==> config.mk <==
export PLATFORM = sky130hd
export DESIGN_NAME = snake_step_sched
export DESIGN_NICKNAME = d
export VERILOG_FILES = /design/src/rtl/snake_step_sched.sv
export SDC_FILE = /design/constraint.sdc
export NUM_CORES = 1
export LEC_CHECK = 0
export ABC_AREA = 1
export BUFFER_PORTS_ARGS = -buffer_cell sky130_fd_sc_hd__buf_2
export CAP_MARGIN = 0
export CORE_MARGIN = 2
export CORE_UTILIZATION = 28
export CTS_BUF_LIST = sky130_fd_sc_hd__clkbuf_8
export DETAILED_ROUTE_END_ITERATION = 8
export GPL_TIMING_DRIVEN = 0
export PLACE_DENSITY = 0.54
export SLEW_MARGIN = 20
export SYNTH_ARGS = -nofsm -noshare
export SYNTH_HDL_FRONTEND = slang
export SYNTH_SLANG_ARGS = --single-unit
==> constraint.sdc <==
create_clock -name vga_clk -period 2.09 [get_ports vga_clk]
set_clock_uncertainty 0.1 [all_clocks]
set_input_delay 0.209 -clock vga_clk [delete_from_list [all_inputs] [get_ports vga_clk]]
set_output_delay 0.209 -clock vga_clk [all_outputs]
set_load 0.02 [all_outputs]
==> src/rtl/snake_step_sched.sv <==
// Game-step scheduler: frame tick, non-reversing direction filter, paced move
// requests over req/ack, and game state / score tracking on the VGA clock.
module snake_step_sched #(
  parameter int unsigned FRAMES_PER_STEP = 8,
  parameter int unsigned H_LAST          = 639,
  parameter int unsigned V_LAST          = 479
) (
  input  logic       vga_clk,
  input  logic       sys_rst_n,
  input  logic [9:0] pix_x,
  input  logic [9:0] pix_y,
  input  logic [3:0] key_out,
  input  logic       start,
  input  logic       step_ack,
  input  logic       collide,
  input  logic       eat,
  output logic       step_req,
  output logic [1:0] dir,
  output logic [1:0] game_state,
  output logic [7:0] score,
  output logic       frame_tick,
  output logic       overrun
);

  typedef enum logic [1:0] {
    ST_IDLE  = 2'b00,
    ST_RUN   = 2'b01,
    ST_PAUSE = 2'b10,
    ST_OVER  = 2'b11
  } state_e;

  localparam logic [5:0] CNT_LAST = 6'(FRAMES_PER_STEP - 1);
  localparam logic [9:0] H_LAST_C = 10'(H_LAST);
  localparam logic [9:0] V_LAST_C = 10'(V_LAST);
  localparam logic [1:0] DIR_RIGHT = 2'b11;

  state_e     state_q, state_d;
  logic       match_q, match_d;
  logic       frame_tick_q, frame_tick_d;
  logic [5:0] cnt_q, cnt_d;
  logic       step_req_q, step_req_d;
  logic [1:0] dir_q, dir_d;
  logic [1:0] next_dir_q, next_dir_d;
  logic [7:0] score_q, score_d;
  logic       overrun_q, overrun_d;

  logic       ack_ok;
  logic       active;
  logic       hit;
  logic       step_due;
  logic       key_valid;
  logic [1:0] key_code;
  logic       start_game;

  // State register
  always_ff @(posedge vga_clk) begin
    if (!sys_rst_n) begin
      state_q      <= ST_IDLE;
      match_q      <= 1'b0;
      frame_tick_q <= 1'b0;
      cnt_q        <= '0;
      step_req_q   <= 1'b0;
      dir_q        <= DIR_RIGHT;
      next_dir_q   <= DIR_RIGHT;
      score_q      <= '0;
      overrun_q    <= 1'b0;
    end else begin
      state_q      <= state_d;
      match_q      <= match_d;
      frame_tick_q <= frame_tick_d;
      cnt_q        <= cnt_d;
      step_req_q   <= step_req_d;
      dir_q        <= dir_d;
      next_dir_q   <= next_dir_d;
      score_q      <= score_d;
      overrun_q    <= overrun_d;
    end
  end

  assign ack_ok = step_ack && step_req_q;
  assign active = (state_q == ST_RUN) || (state_q == ST_PAUSE);
  assign hit    = ack_ok && collide && active;

  // Next-state logic: a colliding ack overrides any start in the same cycle
  always_comb begin
    state_d = state_q;
    if (hit) begin
      state_d = ST_OVER;
    end else if (start) begin
      case (state_q)
        ST_IDLE:  state_d = ST_RUN;
        ST_RUN:   state_d = ST_PAUSE;
        ST_PAUSE: state_d = ST_RUN;
        ST_OVER:  state_d = ST_IDLE;
        default:  state_d = ST_IDLE;
      endcase
    end
  end

  always_comb begin
    key_code = 2'b00;
    case (key_out)
      4'b0010: key_code = 2'b01;
      4'b0100: key_code = 2'b10;
      4'b1000: key_code = 2'b11;
      default: ;
    endcase
  end

  assign key_valid  = $onehot(key_out) && (state_q == ST_RUN);
  assign step_due   = (state_q == ST_RUN) && frame_tick_q && (cnt_q == CNT_LAST);
  assign start_game = (state_q == ST_IDLE) && (state_d == ST_RUN);

  // Datapath / output next values
  always_comb begin
    match_d      = (pix_x == H_LAST_C) && (pix_y == V_LAST_C);
    frame_tick_d = match_d && !match_q;
    cnt_d        = cnt_q;
    step_req_d   = step_req_q;
    dir_d        = dir_q;
    next_dir_d   = next_dir_q;
    score_d      = score_q;
    overrun_d    = overrun_q;

    if ((state_q == ST_RUN) && frame_tick_q)
      cnt_d = step_due ? '0 : cnt_q + 6'd1;

    if (ack_ok)
      step_req_d = 1'b0;

    // A request still pending (even if acked this cycle) blocks a new launch
    if (step_due) begin
      if (step_req_q) begin
        overrun_d = 1'b1;
      end else begin
        step_req_d = 1'b1;
        dir_d      = next_dir_q;
      end
    end

    if (key_valid && (key_code != {dir_q[1], ~dir_q[0]}))
      next_dir_d = key_code;

    if (ack_ok && active && !collide && eat && (score_q != 8'hFF))
      score_d = score_q + 8'd1;

    if (start_game) begin
      score_d    = '0;
      cnt_d      = '0;
      overrun_d  = 1'b0;
      dir_d      = DIR_RIGHT;
      next_dir_d = DIR_RIGHT;
    end
  end

  always_comb begin
    step_req   = step_req_q;
    dir        = dir_q;
    game_state = state_q;
    score      = score_q;
    frame_tick = frame_tick_q;
    overrun    = overrun_q;
  end

endmodule

Yosys cells after proc, flatten, opt, wreduce, memory -nomap -nowiden
Index checks and enable logic that the tools add are counted.
- add/subtract/negate cells: 5
- $mul: 0
- divide/modulo/power cells: 0
- $lt $le $gt $ge: 0
- equal/unequal tests: 13
- shift operators: 0
- multiplexer cells: 8
- bitwise gates (word level): 3
- reduce and logical (&&, ||, !) cells: 22
- operator list (kind ; count):
    $logic_and A1 B1 Y1 ; 14
    $pmux W2 S3 ; 2
    $eq A10 B10 Y1 const B ; 1
    $eq A10 B9 Y1 const B ; 1
    $add A8 B1 Y8 const B ; 1
    $ne A8 B8 Y1 const B ; 1
    $add A6 B1 Y6 const B ; 1
    $eq A6 B3 Y1 const B ; 1
    $mux W6 ; 1
    $add A1 B1 Y2 ; 2
    $eq A2 B1 Y1 const B ; 2
    $eq A2 B2 Y1 const B ; 2
    $eq A4 B2 Y1 const B ; 1
    $eq A4 B3 Y1 const B ; 1
    $eq A4 B4 Y1 const B ; 1
    $mux W2 ; 2
    $reduce_and A2 Y1 ; 2
    $reduce_or A2 Y1 ; 2
    $add A2 B2 Y3 ; 1
    $eq A3 B1 Y1 const B ; 1
    $mux W1 ; 3
    $not A1 Y1 ; 3
    $logic_not A1 Y1 ; 2
    $logic_not A2 Y1 ; 1
    2 further kinds ; 2
- bits in registers: 24
- latch bits: 0
- bits in writable memories: 0
- memory bits (read-only): 0
- bits of input ports: 30
- output and inout bits: 15
- logic and storage cells: 60
- memories: 0

Longest topological paths before layout
Gate-level depths: netlist of run 1.
- word-level depth: 8
- depth in mapped cells: 11
- depth with buffers taken out: 10

Worst setup path before layout of run 1
Ideal clock, no wire load.
- path type: input to register
- start: input key_out[0]
- end: register next_dir_q[0]
- library setup time: 0.120 ns
- arrival: 1.731 ns
- data required time: 1.870 ns
- setup slack: 0.139 ns
- stages: 9
- buffers on the path: 0
- cell sequence: inv_1 -> fa_1 -> inv_1 -> ha_1 -> ha_1 -> nor3_1 -> nand2_1 -> nand2_1 -> nand3_1
- word-level cells in the longest chain between the ends: 5
- elaborated cells between the ends (all ways): 10
- classes of those cells: 2 x add/sub; 5 x eq/ne; 1 x mux; 2 x reduce/logical
- ends and longest elaborated chain (item ; RTL line ; source):
    start: declaration ; 12 ; input logic [3:0] key_out,
    $add A1 B1 Y2 (implied by the code) ; 110 ; assign key_valid = $onehot(key_out) && (state_q == ST_RUN);
    $add A2 B2 Y3 (implied by the code) ; 110 ;
    $eq A3 B1 Y1 ; 110 ;
    $logic_and A1 B1 Y1 ; 110 ;
    $logic_and A1 B1 Y1 ; 141 ; if (key_valid && (key_code != {dir_q[1], ~dir_q[0]}))
    end signal: assignment ; 74 ; next_dir_q <= next_dir_d;
    end: declaration ; 43 ; logic [1:0] next_dir_q, next_dir_d;
Parallel ways exist; a longest one is shown, timed or not.
A chain may end at the register's enable or synchronous reset.

Final worst setup path of run 1
- start: register state_q[0], in the netlist game_state[0]
- end: register score_q[6], in the netlist score[6]
- word-level cells in the longest chain between the ends: 8
- elaborated cells between the ends (all ways): 17
- classes of those cells: 4 x eq/ne; 3 x mux; 10 x reduce/logical
- ends and longest elaborated chain (item ; RTL line ; source):
    start: declaration ; 37 ; state_e state_q, state_d;
    start signal: assignment ; 68 ; state_q <= state_d;
    $eq A2 B2 Y1 or $logic_not A2 Y1 (tied branches) ; 81, 90, 112 ;
    $reduce_or A2 Y1 (no source line) ; - ;
    $pmux W2 S3 ; 90 ; case (state_q)
    $mux W2 ; 89 ; end else if (start) begin
    $mux W2 ; 87 ; if (hit) begin
    $eq A2 B1 Y1 ; 112 ; assign start_game = (state_q == ST_IDLE) && (state_d == ST_RUN);
    $logic_and A1 B1 Y1 ; 112 ;
    $reduce_or A2 Y1 (no source line) ; - ;
    end signal: assignment ; 75 ; score_q <= score_d;
    end: declaration ; 44 ; logic [7:0] score_q, score_d;
Parallel ways exist; a longest one is shown, timed or not.

==> results by group, run 1 <==
GRT
  • GR peak layer: met2
  • Grt ovf: 0
  • Antenna violations before repair: 0
  • Global Route met2 Usage: 19.1%
  • Global Route met3 Usage: 2.49%
  • Number of global-route vias before repair: 1,263
  • Largest net degree at the start of global routing: 13
  • Global-route total usage across every layer: 11.5%
  • Wire length of the first global-routing pass: 5590 µm
  • Routing usage on met1: 14.9%

STA
  • Worst hold slack across all endpoints: 0.102 ns
  • Part of the cycle the worst path needs: 86.4%
  • Final hold violations: 0
  • Setup slack after layout: 0.284 ns
  • Final count of pins violating max slew: 0
  • Total negative slack for setup checks: 0 ns
  • Highest Clock Rate: 554 MHz
  • Actual slew at the worst max-slew pin: 0.396 ns
  • Time the worst path needs with I/O delays and setup: 1.81 ns
  • Final Setup Violations: 0
  • Setup repair after global routing missed its margin: no
  • Worst rel slew slack: 73.4%

Pwr
  • Leakage: 0.847 nW
  • Overall power after layout: 869 µW
  • Peak ir drop on the vdd network: 0.406 mV
  • Power per cell area: 481 mW/mm²

Finish
  • Number of standard cells in the final layout excluding fillers: 322
  • Commonest cells after routing, fill and taps aside: nand2_1, buf_2, inv_1, dfxtp_1, nand3_1
  • Total number of nets in the final design: 295
  • Share of the core filled with cells: 35.8%
  • Antenna Cells: 0
  • Post-layout instance area: 0.00181 mm²
  • Area growth from synthesis to final layout: 24.4%
  • Fraction of final layout cells sized beyond drive strength 1: 25.4%
  • Most common library cell in the layout ignoring fill and taps: nand2_1

Floorplanning
  • Number of primary I/O pins: 45
  • Standard-cell row count: 26
  • Core Area: 0.00504 mm²
  • Initial standard-cell utilization of the core: 28.8%
  • Die Width: 76.0 µm
  • Area of the die: 0.00578 mm²
  • Die Ht: 76.0 µm

Hold path
  • Type of the tightest min-delay check: input port to register

Setup path
  • End of the critical path: score[6]
  • Max FO, Critical Path: 10
  • Worst flop-to-flop path endpoint: score[6]
  • Most common cell on crit path: nor2_2
  • Reg2Reg Launch Point: game_state[0]
  • Depth of the worst register-to-register path: 9
  • Data arrival time of the critical path: 1.91 ns
  • Data required time at the worst endpoint: 2.20 ns
  • CP cell instances: inv_1, ha_1, nand4_2, nand2_2, nor2_2, nor2_2, buf_6, nand2_1, a21oi_2
  • Critical path capture point type: register
  • Worst-path cell with the longest stage delay: dfxtp_1
  • CP startpoint: game_state[0]
  • Path type of the worst setup path: register to register
  • Slack of the worst reg-to-reg path: 0.28 ns
  • Startpoint type of the worst setup path: register
  • Largest stage delay, worst path: 0.46 ns

Routing
  • Wire length per cell after detailed routing: 9.49 µm
  • Number of detailed-routing iterations run before antenna repair: 4
  • DRC Markers: 0
  • Final Routed Wirelength: 3060 µm
  • Iteration-0 DRC Markers: 55
  • Via-to-Cell Ratio: 4.31
  • Count of antenna-violating nets left after detailed routing: 0
  • Detailed-route via count: 1,387

Status
  • Result of the run: complete, no violations

Synthesis
  • Count of cell types in the netlist: 26
  • Sequential element share of the synthesized area: 33.1%
  • Largest family of logic cells by synthesized area: simple AND/OR/NAND/NOR gates
  • Number of warnings issued by yosys: 0
  • Mapped Avg Cell Area: 7.09 µm²
  • Compound-gate portion of the synthesized area: 9.99%
  • Mapped Cells: 205
  • Xor and xnor fraction of the mapped netlist area: 1.81%
  • Largest area contributor in the netlist: dfxtp_1
  • Synth area leaders: dfxtp_1, nand2_1, ha_1
  • Proportion of synthesized area in mux cells: 0%
  • Syn Std Cell Area: 0.00145 mm²
  • Number of nets in the synthesized netlist: 246
  • Portion of synthesized cell area occupied by the leading cell type: 33.1%
  • Arithmetic-cell share of the synthesized area counting full adders, half adders and majority gates: 9.99%
  • Yosys reg bits: 24
  • Simple-gate portion of the synthesized area: 35.9%

Place
  • Gpl congestion: 0.700
  • Post-DP Area: 0.00176 mm²
  • Cell count after placement: 319
  • Port Buf Inserts: 44
  • Sum of net half-perimeters after detailed placement: 2420 µm
  • Placement Setup Slack: -0.103 ns

Clock tree
  • Post-CTS setup buffer count: 0
  • Cell at the root of the clock tree: clkbuf_8
  • Count of cells resized by post-cts repair: 0
  • Inserted Clock Buffers: 3
  • CTS HTree Levels: 1
  • Clock tree from TritonCTS: done
  • Clock-pin slew on the worst setup and hold paths: 0.08 ns
  • Skew-Pair Late Insertion Delay: 0.26 ns
  • CTS hold repair buffers: 0
  • Buffer levels on the longest clock path: 2
  • Number of sinks on the clock net: 24

Flow run
  • Maximum capacitance violations: 0
-- synthesized netlist by cell type --
master and instances:
inv_1 31, o21ai_2 2, a21oi_2 3, inv_4 1
or2_0 2, nand2_1 49, fa_1 1, nor3b_1 1
xor2_1 3, o21a_1 2, o21ai_4 1, nand2_2 3
dfxtp_1 24, nor3_1 6, nor3_2 1, nand4_1 9
nand3b_1 1, nand4_2 1, buf_6 1, a21oi_1 10
o21ai_0 4, ha_1 10, nand3_1 21, nor2_2 3
nor2_1 14, nor4_1 1
-- state kept, by name, summed over array words and instances (netlist names) --
register    cells
match_q         1
score           8
dir             2
game_state      2
step_req        1
frame_tick      1
overrun         1
next_dir_q      2
cnt_q           6
-- worst min-delay path by stage --
stage	start	end	cells after the start
after floorplan	sys_rst_n	step_req	2
after global placement	match_q	frame_tick	1
after detailed placement	match_q	frame_tick	1
after CTS	sys_rst_n	step_req	3
after global routing	pix_x[0]	match_q	3
final	sys_rst_n	step_req	3
-- where the power goes --
part / switching [mW] / internal [mW]
Sequential: 0.00555 / 0.461
Clock: 0.144 / 0.129
Combinational: 0.0727 / 0.0569
Total: 0.222 / 0.647
-- critical path, delay by kind of cell (launching register included) --
family,cells,cell delay [ns]
buffers and inverters,2,0.28
adders and majority gates,1,0.33
and+or+nand+nor,5,0.49
AOI/OAI and AO/OA,1,0.09
DFF,1,0.46
-- routing by layer --
layer / part of all wire (%) / vias up / wire [µm]
li1: - / 766 / -
met5: 0 / - / 0
met2: 47 / 26 / 1440
met3: 3.2 / 4 / 99
met1: 48 / 591 / 1480
met4: 1.3 / 0 / 40
-- cell type report --
type / instances / area (µm²)
plain buffers: 1 / 11.3
clock buffers: 3 / 41.3
fillers: 556 / 3240
inverters: 32 / 123
multi-input cells: 148 / 843
flip-flops and latches: 24 / 480
well taps: 70 / 87.6
repair buffers: 44 / 220
-- cell families (layout without fill, tap and decap cells) --
family,Yosys count,after routing
AND/OR/NAND/NOR,112,112
buffers and inverters,33,80
XOR/XNOR,3,3
adder cells (fa/ha/maj),11,11
flip-flops,24,24
AO/OA/AOI/OAI,22,22
No activity file was read; power rests on OpenSTA's default activity.
==> run 2, diff against run 1 <==
RECOVER_POWER = 25   (was default)
==> run 2 against run 1 <==
Effect of this change: total power barely moved; clock power is essentially flat; sequential cell count unchanged; via count is the same; utilization fell by 0.17 points; clock-buffer cell count is the same; sequential power about the same; non-clock buffer count did not move; final area is 0.48% lower.
==> results by group, run 2 (synthesis gave the netlist of run 1 again) <==
Place
  • Gpl congestion: 0.700 (unchanged)
  • Port Buf Inserts: 44 (unchanged)
  • Placement Setup Slack: -0.103 ns (unchanged)
  • Sum of net half-perimeters after detailed placement: 2420 µm (unchanged)
  • Post-DP Area: 0.00176 mm² (unchanged)

Pwr
  • Internal power: 647 µW (about the same)
  • Peak ir drop on the vdd network: 0.406 mV (about the same)
  • Share of power burned in registers: 53.7% (about the same)
  • Combinational share of power: 14.9% (about the same)
  • Leakage: 0.820 nW (-3.2%)
  • Power per cell area: 483 mW/mm² (+0.45%)
  • Net switching power figure: 222 µW (about the same)
  • Part of the power in the clock network: 31.4% (about the same)
  • Switching Fraction: 25.6% (about the same)

Setup path
  • Data required time at the worst endpoint: 2.20 ns (about the same)
  • Max FO, Critical Path: 10 (unchanged)
  • Critical path capture point type: register
  • Reg2Reg Launch Point: game_state[0]
  • Startpoint type of the worst setup path: register
  • Path type of the worst setup path: register to register
  • Slack of the worst reg-to-reg path: 0.28 ns (about the same)
  • Depth of the worst register-to-register path: 9 (unchanged)
  • Data arrival time of the critical path: 1.91 ns (about the same)
  • Worst flop-to-flop path endpoint: score[6]

Routing
  • Final Routed Wirelength: 3070 µm (+0.52%)
  • Via-to-Cell Ratio: 4.31 (unchanged)
  • Count of antenna-violating nets left after detailed routing: 0 (unchanged)
  • Detailed-route via count: 1,387 (unchanged)
  • Wire length per cell after detailed routing: 9.54 µm (+0.52%)
  • DRC Markers: 0 (unchanged)
  • Number of detailed-routing iterations run before antenna repair: 4 (unchanged)
  • Iteration-0 DRC Markers: 78 (+42%)

Finish
  • Number of flip-flops in the largest register: 8 (unchanged)
  • Multi-input gate area in the final layout: 843 µm² (unchanged)
  • Fraction of final layout cells sized beyond drive strength 1: 22.6% (-2.8 points)
  • Most common library cell in the layout ignoring fill and taps: nand2_1
  • Commonest cells after routing, fill and taps aside: nand2_1, buf_2, inv_1, dfxtp_1, nand3_1
  • Area of all sequential standard cells: 480 µm² (unchanged)
  • Fill cell count: 560 (+0.72%)
  • Total number of nets in the final design: 295 (unchanged)
  • Area growth from synthesis to final layout: 23.8%
  • Antenna Cells: 0 (unchanged)
  • Post-layout instance area: 0.00180 mm² (-0.48%)

GRT
  • Number of global-route vias before repair: 1,263 (unchanged)
  • Global-route total usage across every layer: 11.5% (unchanged)
  • Antenna violations before repair: 0 (unchanged)
  • Grt ovf: 0 (unchanged)
  • Global Route met3 Usage: 2.49% (unchanged)
  • Largest net degree at the start of global routing: 13 (unchanged)
  • Wire length of the first global-routing pass: 5590 µm (unchanged)
  • Routing usage on met1: 14.9% (unchanged)
  • Global Route met2 Usage: 19.1% (unchanged)
  • GR peak layer: met2

STA
  • Setup slack after layout: 0.284 ns (+0.0000160 ns)
  • Worst hold slack across all endpoints: 0.102 ns (+0.00000100 ns)
  • Final count of pins violating max slew: 0 (unchanged)
  • Final hold violations: 0 (unchanged)
  • Worst rel slew slack: 73.4% (unchanged)
  • Final Setup Violations: 0 (unchanged)
  • Time the worst path needs with I/O delays and setup: 1.81 ns (-0.0000160 ns)
  • Actual slew at the worst max-slew pin: 0.396 ns (+0.000000358 ns)
  • Setup repair after global routing missed its margin: no
  • Highest Clock Rate: 554 MHz (about the same)
  • Part of the cycle the worst path needs: 86.4% (about the same)

Clock tree
  • Clock-pin slew on the worst setup and hold paths: 0.08 ns (about the same)
  • Number of sinks on the clock net: 24 (unchanged)
  • Clock tree from TritonCTS: done
  • Buffer levels on the longest clock path: 2 (unchanged)
  • Cell at the root of the clock tree: clkbuf_8
  • Post-CTS setup buffer count: 0 (unchanged)
  • CTS HTree Levels: 1 (unchanged)
  • Skew-Pair Late Insertion Delay: 0.26 ns (about the same)
  • Inserted Clock Buffers: 3 (unchanged)

Hold path
  • Hold Crit Endpoint: step_req
  • Type of the tightest min-delay check: input port to register
  • Number of stages on the worst hold path: 3 (unchanged)
  • Hold Crit Start: sys_rst_n

Floorplanning
  • Die Width: 76.0 µm (unchanged)
  • Number of primary I/O pins: 45 (unchanged)
  • Standard-cell row count: 26 (unchanged)
  • Initial standard-cell utilization of the core: 28.8% (unchanged)
  • Area of the die: 0.00578 mm² (unchanged)
  • Die Ht: 76.0 µm (unchanged)
  • Core Area: 0.00504 mm² (unchanged)

Flow run
  • Maximum capacitance violations: 0 (unchanged)

Status
  • Result of the run: complete, no violations
[run 2: changes by cell type in the layout (fill, tap and decap cells not counted), sizes merged]
| cell | delta |
|---|---|
| clkbuf | +7 |
| buf | -7 |
[run 2: final cells by class]
class / instances / share of cell area (%)
inverters: 32 / 6.82
repair buffers: 44 / 11.8
plain buffers: 1 / 0.626
flip-flops and latches: 24 / 26.7
multi-input cells: 148 / 46.9
clock buffers: 3 / 2.30
well taps: 70 / 4.87
[run 2: critical path: stages (launching register included)]
cell,delay (ns)
dfxtp_1,0.46
inv_1,0.12
ha_1,0.33
nand4_2,0.14
nand2_2,0.12
nor2_2,0.04
nor2_2,0.12
buf_6,0.16
nand2_1,0.07
a21oi_2,0.09
[run 2: worst max-delay path by stage]
stage                  start  cells past startpoint       endpoint
6_report       game_state[0]                      9       score[6]
5_1_grt        game_state[0]                      9       score[2]
4_1_cts           key_out[3]                     10  next_dir_q[1]
3_5_place_dp      key_out[3]                     10  next_dir_q[1]
3_3_place_gp      key_out[3]                     10  next_dir_q[0]
2_1_floorplan     key_out[0]                      9  next_dir_q[0]
[run 2: power by group through the flow]
stage          logic [mW]  registers (mW)  clock network [mW]
2_1_floorplan      0.0757           0.480                   0
3_5_place_dp        0.130           0.478                   0
3_3_place_gp        0.129           0.478                   0
4_1_cts             0.130           0.467               0.291
5_1_grt             0.150           0.468               0.305
6_report            0.129           0.467               0.273
[run 2: repair_timing]
item / CTS / global route
setup endpoints to repair: 0 / 1
gates resized for setup: 0 / 1
hold buffers: 0 / 0
[run 2: per-layer routing]
layer  routed length, µm  vias to the layer above  share of wire [%]
li1                    -                      765                  -
met1                1480                      588                 48
met2                1440                       30                 47
met3                 108                        4                3.5
met4                  40                        0                1.3
met5                   0                        -                  0
[run 2: per-stage QoR]
| step | power [mW] | util (%) | instances | TNS, ns |
|---|---|---|---|---|
| CTS | 0.888 | 35.7 | 322 | 0 |
| floorplan | 0.556 | - | 205 | 0 |
| global placement | 0.606 | 34.9 | 319 | -0.127 |
| finish | 0.869 | 35.7 | 322 | 0 |
| global route | 0.924 | 35.7 | 322 | 0 |
| detailed placement | 0.608 | 34.9 | 319 | -0.201 |
==> run 3, diff against run 2 <==
CORE_MARGIN = 1   (was 2)
REMOVE_ABC_BUFFERS = 1   (was default)
clock period = 2.34 ns   (was 2.09 ns; I/O delays follow)
==> run 3 against run 2 <==
Effect of this change: clock power rose by 35%; sequential cell count did not move; final cell count fell by 0.93%; wire length fell by 3.9%; fmax fell by 9.7%; sequential share of layout area fell by 0.15 points; die area fell by 5.2%; worst hold slack improved by 0.020 ns; combinational power fell by 15%; via count fell by 0.36%; register-to-register slack improved by 0.06 ns; critical path type unchanged; critical endpoint is now score[2]; largest power group unchanged.
==> results by group, run 3 (synthesis gave the netlist of run 1 again) <==
STA
  • Total negative slack for setup checks: 0 ns (unchanged)
  • Final Setup Violations: 0 (unchanged)
  • Highest Clock Rate: 500 MHz (-9.7%)
  • Part of the cycle the worst path needs: 85.5% (-0.92 points)
  • Setup repair after global routing missed its margin: no
  • Final hold violations: 0 (unchanged)
  • Worst rel slew slack: 64.7% (-8.7 points)
  • Time the worst path needs with I/O delays and setup: 2.00 ns (+0.195 ns)
  • Actual slew at the worst max-slew pin: 0.529 ns (+0.133 ns)
  • Final count of pins violating max slew: 0 (unchanged)

Clock tree
  • Number of sinks on the clock net: 24 (unchanged)
  • Buffer levels on the longest clock path: 2 (unchanged)
  • Skew-Pair Late Insertion Delay: 0.27 ns (about the same)
  • Clock tree from TritonCTS: done
  • Cell at the root of the clock tree: clkbuf_8
  • Count of cells resized by post-cts repair: 0 (unchanged)
  • CTS hold repair buffers: 0 (unchanged)
  • CTS HTree Levels: 1 (unchanged)
  • Post-CTS setup buffer count: 0 (unchanged)
  • Inserted Clock Buffers: 3 (unchanged)
  • Clock-pin slew on the worst setup and hold paths: 0.09 ns (about the same)

Finish
  • Total number of nets in the final design: 294 (-0.34%)
  • Commonest cells after routing, fill and taps aside: nand2_1, buf_2, inv_1, dfxtp_1, nand3_1
  • Number of flip-flops in the largest register: 8 (unchanged)
  • Area growth from synthesis to final layout: 24.5%
  • Antenna Cells: 0 (unchanged)
  • Fill cell count: 530 (-5.4%)
  • Fraction of final layout cells sized beyond drive strength 1: 22.2% (-0.40 points)
  • Most common library cell in the layout ignoring fill and taps: nand2_1
  • Share of the core filled with cells: 37.3% (+1.6 points)
  • Post-layout instance area: 0.00181 mm² (+0.56%)

GRT
  • Number of global-route vias before repair: 1,279 (+1.3%)
  • Global-route total usage across every layer: 12.2% (+0.73 points)
  • Wire length of the first global-routing pass: 5370 µm (-4.0%)
  • Largest net degree at the start of global routing: 15 (+2)
  • Antenna violations before repair: 0 (unchanged)
  • Grt ovf: 0 (unchanged)

Routing
  • Detailed-route via count: 1,382 (-0.36%)
  • DRC Markers: 0 (unchanged)
  • Wire length per cell after detailed routing: 9.25 µm (-3.0%)
  • Via-to-Cell Ratio: 4.33 (+0.58%)
  • Number of detailed-routing iterations run before antenna repair: 4 (unchanged)
  • Iteration-0 DRC Markers: 58 (-26%)
  • Final Routed Wirelength: 2950 µm (-3.9%)
  • Count of antenna-violating nets left after detailed routing: 0 (unchanged)

Setup path
  • Max FO, Critical Path: 11 (+1)
  • Data arrival time of the critical path: 2.12 ns (+0.21 ns)
  • Data required time at the worst endpoint: 2.46 ns (+0.26 ns)
  • Most common cell on crit path: nor2_2
  • Largest stage delay, worst path: 0.46 ns (about the same)
  • CP cell instances: inv_1, ha_1, nand4_2, nand2_2, nor2_2, nor2_2, nand2_1, a21oi_2
  • Critical path capture point type: register
  • Path type of the worst setup path: register to register
  • Largest delay contributor family on the critical path: simple AND/OR/NAND/NOR gates
  • Buffer and inverter count on the worst path: 1 (-1)
  • Startpoint type of the worst setup path: register
  • Worst-path cell with the longest stage delay: dfxtp_1

Pwr
  • Peak ir drop on the vdd network: 0.212 mV (-48%)
  • Leakage: 0.829 nW (+1.1%)
  • Power per cell area: 495 mW/mm² (+2.5%)

Place
  • Port Buf Inserts: 44 (unchanged)
  • Post-DP Area: 0.00175 mm² (-0.85%)
  • Sum of net half-perimeters after detailed placement: 2330 µm (-3.7%)
  • Gpl congestion: 0.767 (+9.5%)

Floorplanning
  • Area of the die: 0.00548 mm² (-5.2%)
  • Die Width: 74.0 µm (-2.6%)
  • Number of primary I/O pins: 45 (unchanged)
  • Initial standard-cell utilization of the core: 30.0% (+1.2 points)
  • Die Ht: 74.0 µm (-2.6%)
  • Core Area: 0.00485 mm² (-3.8%)
  • Standard-cell row count: 25 (-3.8%)

Hold path
  • Type of the tightest min-delay check: input port to register

Status
  • Result of the run: complete, no violations

Flow run
  • Maximum capacitance violations: 0 (unchanged)
[run 3: cell types whose count changed in the layout (fill, tap and decap cells not counted)]
cell / previous run / this run
buf_6: 1 / 0
nor3_1: 5 / 6
nor3_2: 2 / 1
bufinv_16: 0 / 1
[run 3: where the power goes]
part / internal [mW] / switching, mW / leakage [nW] / total [mW]
clock network: 0.229 / 0.140 / 0.0357 / 0.369
logic: 0.0464 / 0.0632 / 0.599 / 0.110
registers: 0.412 / 0.00504 / 0.194 / 0.417
total: 0.687 / 0.208 / 0.829 / 0.895
[run 3: stage by stage]
step	instances	power, mW	hold slack [ns]	setup slack (ns)
3_5_place_dp	315	0.538	0.282	0.134
5_1_grt	319	0.938	0.135	0.140
3_3_place_gp	315	0.537	0.280	0.132
4_1_cts	319	0.906	0.118	0.325
6_report	319	0.895	0.122	0.339
2_1_floorplan	204	0.493	0.257	0.350
[run 3: layout make-up]
class,instances,area (µm²),share of cell area (%)
inverter,32,123,6.78
sequential,24,480,26.6
multi-input combinational,148,838,46.4
clock buffer,3,41.3,2.28
timing repair buffer,44,211,11.7
tap,67,83.8,4.64
clock inverter,1,30.0,1.66
[run 3: final timing paths]
kind                                    start          to  slack, ns  depth (start not counted)
worst min-delay path                 pix_x[0]     match_q       0.12                          3
worst max register to register  game_state[0]    score[2]       0.34                          8
worst min register to register        match_q  frame_tick       0.29                          1
worst max-delay path            game_state[0]    score[2]       0.34                          8
[run 3: layer usage]
layer	up-vias	track usage [%]	part of all wire (%)
li1	761	-	-
met1	594	16.0	52
met2	25	20.4	44
met3	2	1.76	3.0
met4	0	4.49	0.81
met5	-	0	0
[run 3: worst register-to-register path, stage by stage (launching register included)]
cell     delay [ns]
dfxtp_1        0.46
inv_1          0.12
ha_1           0.33
nand4_2        0.14
nand2_2        0.12
nor2_2         0.04
nor2_2         0.41
nand2_1        0.13
a21oi_2        0.11
